===== config.mk =====
export PLATFORM = sky130hd
export DESIGN_NAME = thermo_rr_arbiter
export DESIGN_NICKNAME = d
export VERILOG_FILES = /design/src/rtl/thermo_rr_arbiter.sv
export SDC_FILE = /design/constraint.sdc
export NUM_CORES = 1
export LEC_CHECK = 0
export CORE_UTILIZATION = 48
export DETAILED_ROUTE_END_ITERATION = 12
export PLACE_DENSITY_LB_ADDON = 0.1
export SLEW_MARGIN = 5
export SYNTH_ARGS = -nofsm -noshare
export SYNTH_HDL_FRONTEND = slang
export SYNTH_SLANG_ARGS = --single-unit

===== constraint.sdc =====
create_clock -name clk -period 2.8 [get_ports clk]
set_input_delay 0.56 -clock clk [delete_from_list [all_inputs] [get_ports clk]]
set_output_delay 0.56 -clock clk [all_outputs]
set_load 0.005 [all_outputs]

===== src/rtl/thermo_rr_arbiter.sv =====
// 16-way round-robin arbiter: thermometer mask above the last-granted index sets
// rotating priority; registered one-hot grant held until done, withdrawal or hold limit.
//
// state | meaning
// IDLE  | no grant active; arbitrate req each cycle
// BUSY  | grant_idx owns the resource; watch done / req withdrawal / hold limit
module thermo_rr_arbiter #(
    parameter int unsigned MAX_HOLD = 64
) (
    input  logic        clk,
    input  logic        rst,
    input  logic [15:0] req,
    input  logic        done,
    output logic [15:0] grant,
    output logic        grant_valid,
    output logic [3:0]  grant_idx,
    output logic        timeout
);

    typedef enum logic {IDLE, BUSY} state_t;

    localparam bit         HOLD_EN   = (MAX_HOLD != 0);
    localparam logic [7:0] HOLD_LAST = 8'(MAX_HOLD - 1);

    state_t      state;
    logic [3:0]  ptr;
    logic [7:0]  hold_cnt;
    logic [15:0] mask;
    logic [15:0] masked;
    logic [15:0] pick;
    logic [3:0]  win_idx;

    // Priority starts just above the last winner; fall back to plain lowest-index
    // when nothing above it is requesting.
    always_comb begin
        mask = '0;
        for (int i = 0; i < 16; i++) begin
            mask[i] = (i > int'(ptr));
        end
        masked  = req & mask;
        pick    = (masked != '0) ? masked : req;
        win_idx = 4'd0;
        for (int i = 15; i >= 0; i--) begin
            if (pick[i]) win_idx = 4'(i);
        end
    end

    always_ff @(posedge clk) begin
        if (rst) begin
            state       <= IDLE;
            ptr         <= 4'd15;
            hold_cnt    <= 8'd0;
            grant       <= '0;
            grant_valid <= 1'b0;
            grant_idx   <= 4'd0;
            timeout     <= 1'b0;
        end else begin
            timeout <= 1'b0;
            case (state)
                IDLE: begin
                    if (req != '0) begin
                        grant       <= 16'd1 << win_idx;
                        grant_idx   <= win_idx;
                        grant_valid <= 1'b1;
                        hold_cnt    <= 8'd0;
                        state       <= BUSY;
                    end
                end
                BUSY: begin
                    if (done || !req[grant_idx]) begin
                        grant       <= '0;
                        grant_valid <= 1'b0;
                        ptr         <= grant_idx;
                        state       <= IDLE;
                    end else if (HOLD_EN && hold_cnt == HOLD_LAST) begin
                        grant       <= '0;
                        grant_valid <= 1'b0;
                        ptr         <= grant_idx;
                        timeout     <= 1'b1;
                        state       <= IDLE;
                    end else begin
                        hold_cnt <= hold_cnt + 8'd1;
                    end
                end
                default: state <= IDLE;
            endcase
        end
    end

endmodule


==> run summary <==
The floorplan step set the die height to 71.5 um. The fraction of registers with async set or reset after synthesis was 0%; the stage delay of the slowest cell on the critical path was 370 ps. For this design the ratio of total power to cell area is 790 nW/um^2.

The run gives 3710 um^2 as the cell area after layout. The run gives 0 as the antenna diode count. The run gives 3030 ps as the data required time at the worst endpoint. Global placement routability congestion: 0.904. Summed over all nets, wire length on met2 after detailed routing comes to 3920 um.

After synthesis, the cell types taking the most area are dfxtp_1 (30%), a32o_1 (6.9%), nor2_1 (5.2%). The first global-routing pass estimated 12800 um of wire. The HPWL after detailed placement is 5720 um.

When the netlist entered floorplanning its net count stood at 278. Entering global routing, the biggest net connects 18 pins. After floorplanning, the core was sized to cover 4500 um^2. The total routed wire length on the met1 layer was 3620 um. Count of different cell masters after synthesis: 62.

Walking the worst path, the cells encountered are or2_4, a311o_1, o2111ai_4, buf_6, nor4b_4, o32a_4, nor4_4, nand2_2, buf_6, nor3_2, buf_4, a32o_1. Summed over all failing endpoints, the final setup total negative slack is 0 ps. The count of endpoints failing setup in the final report is 0, and the average detailed-routed wire length per instance is 18.9 um. For the number of buffers inserted during clock tree synthesis, the log shows 5.

Cells fill 82.4% of the core in the end. Once the floorplan was initialized, standard cells occupied 51.5% of the core. Fill cells in the final layout number 283. The maximum buffer depth of the clock tree is 2, and the overall die area is 5110 um^2. The leakage power was 1.55 nW. The number of hold-slack violations in the final timing report was 0; the area share of the leading cell type in the synthesized netlist was 30.2%. In this run the core area contains 24 standard-cell rows. The dominant cell type by area after synthesis was dfxtp_1. The biggest fanout along the worst timing path is 5, and the peak supply drop is 490 uV.

For the number of H-tree levels, the log shows 2. Setup repair after global routing could not meet its margin everywhere. The commonest cells after synthesis are dfxtp_1 (35), nor2_1 (32), a21oi_1 (17).

For the final database, setup skew stands at 7.81 ps. The worst setup path is of the register to register kind. The run gives 35.7 ps as the setup slack after layout. The clock slew seen by the registers of the worst setup and hold paths was 70 ps; the synthesized instance count was 258. Derived from the worst setup path, the maximum achievable clock frequency is 0.362 GHz.

Among all stages on the critical path, the largest delay is contributed by a311o_1. The die boundary width was 71.5 um. dfxtp_1 is the most common cell in the netlist.

The type of element capturing the critical path was a register. TritonCTS built the clock tree. Cell seen most often among critical-path stages: buf_6. Slew at the pin closest to its max-slew limit: 482 ps.

STA classifies the critical path startpoint as a register. The data arrival time of the worst path is 3000 ps, and the total wire length after detailed routing is 8320 um. The fraction of layout instances using a drive strength above 1 was 43.0%. The tools report the number of max-capacitance violations reported as 0. Relative to the synthesized area, the layout overhead comes to 60.0%.

The sum of buffers and inverters on the critical path was 3. The placed standard-cell area was 3290 um^2. The number of enable flip-flop cells after synthesis was 0. The logs give 67.5% for the max-slew headroom at the worst pin and 290 ps for the clock latency reported for the late side of the worst-skew pair. The run finished with clean final reports. The run gives 2671 as the number of global-route vias before repair. On the critical path the largest part of the delay comes from compound AO/OA/AOI/OAI gates. The highest routing layer actually used is met4. At the placement stage, the worst setup path has a slack of -687 ps. Once detail routing completed, the nets flagged for antenna violations numbered 0.

Wire segments on met3 add up to 502 um in the final route. For this run, the leading register cell type out of synthesis is dfxtp_1. The final critical path takes up 98.7% of the cycle.

The clock net in this run drives a total of 35 sinks. The run gives 0 as the number of slew-limit violations in the final report. The via density per instance works out to 6.15.

The overall via count from detail_route was 2704. The post-synth design cell area came out at 2320 um^2. The path class of the tightest hold or removal check is register to register.

The logs give 0 for the total congestion overflow and 32.5% for the aggregate global-route resource usage. The worst path needs 2760 ps of the cycle, external delays included. 41 I/O pins were placed. The run gives 408 as the count of nets after finishing.

The logs give 6 for the number of iterations in the first detailed-routing pass and 30.2% for the portion of the post-synthesis area used by sequential elements. The count of port buffers added during placement is 40, and the synthesized area per cell is 8.99 um^2. On the final layout, the worst hold slack is 467 ps. For this run, design rule violations remaining after detail routing come to 0.

The logs give 0 for the number of antenna violations at the first check in global routing and 199 for the DRC marker count from the first detailed-route iteration. The cell sitting at the root of the clock tree is a clkbuf_8. The post-synthesis sequential element count came out at 35. For the number of warnings reported in the yosys synthesis log, the log shows 0.
metal layers:
metal / vias to the layer above / track usage (%)
li1: 1251 / -
met1: 1306 / 42.6
met2: 108 / 52.6
met3: 39 / 6.33
met4: 0 / 13.5
met5: - / 0
cells in the final DEF, fill, tap and decap left out, types with 5 or more instances in the layout:
cell type,instances
dlygate4sd2_1,9
a211o_1,5
mux4_2,5
o21ai_0,9
nor2b_1,5
a21oi_1,12
a21oi_2,5
buf_4,89
nand2_1,9
nand3_1,9
or2_2,6
dfxtp_1,31
nand2b_1,7
clkbuf_8,6
nor2_1,28
a32o_1,16
inv_1,7
buf_6,7
clkdlybuf4s50_1,25
and3_1,5
area by class of cell:
| cell class | count | area [um^2] | area share, % |
|---|---|---|---|
| tap | 52 | 65.1 | 1.75 |
| sequential | 35 | 713 | 19.2 |
| clock inverter | 1 | 5.00 | 0.135 |
| inverter | 8 | 30.0 | 0.809 |
| timing repair buffer | 136 | 1120 | 30.2 |
| multi-input combinational | 202 | 1690 | 45.6 |
| clock buffer | 6 | 82.6 | 2.23 |
flip-flops by register name, indices dropped and copies added, names as in the netlist:
| signal | cells |
|---|---|
| ptr | 4 |
| grant_valid | 1 |
| state | 1 |
| grant | 16 |
| timeout | 1 |
| grant_idx | 4 |
| hold_cnt | 8 |
path summary, 6_finish.rpt:
path	depth (start not counted)	to	start	slack, ps
setup reg to reg	12	grant[11]	ptr[0]	40
setup / recovery	12	grant[11]	ptr[0]	40
hold reg to reg	2	grant_valid	grant_valid	470
hold / removal	2	grant_valid	grant_valid	470
power breakdown:
group	total, W	leakage, nW	internal [W]	switching, W
clock	0.000376	0.0470	0.000193	0.000183
combinational	0.00190	1.22	0.00101	0.000889
sequential	0.000659	0.285	0.000571	0.0000880
cells by family (layout without fill, tap and decap cells):
group	count (synthesis)	count (layout)	synth area share, %
compound gates	83	83	30.2
xor+xnor	4	4	1.51
fa+ha+maj	1	1	0.540
buf+inv	21	151	3.94
flops	35	35	30.2
mux	5	5	4.86
simple gates	109	109	28.8
per-stage QoR:
step                      total power, W  cells
final                            0.00293    440
after global routing             0.00308    440
after CTS                        0.00271    432
after detailed placement         0.00216    413
after global placement           0.00213    413
after floorplan                  0.00149    258
timing repair:
action,4_1_cts,5_1_grt
hold buffers,0,0
setup endpoints to repair,28,28
gates resized for setup,40,34
pin swaps,14,10
setup buffers,12,8
worst min-delay path, cell delays in order (launching register included):
cell	delay (ps)
dfxtp_1	310
inv_1	50
a211oi_1	60
Note: power is estimated with default switching activity, not from simulation.
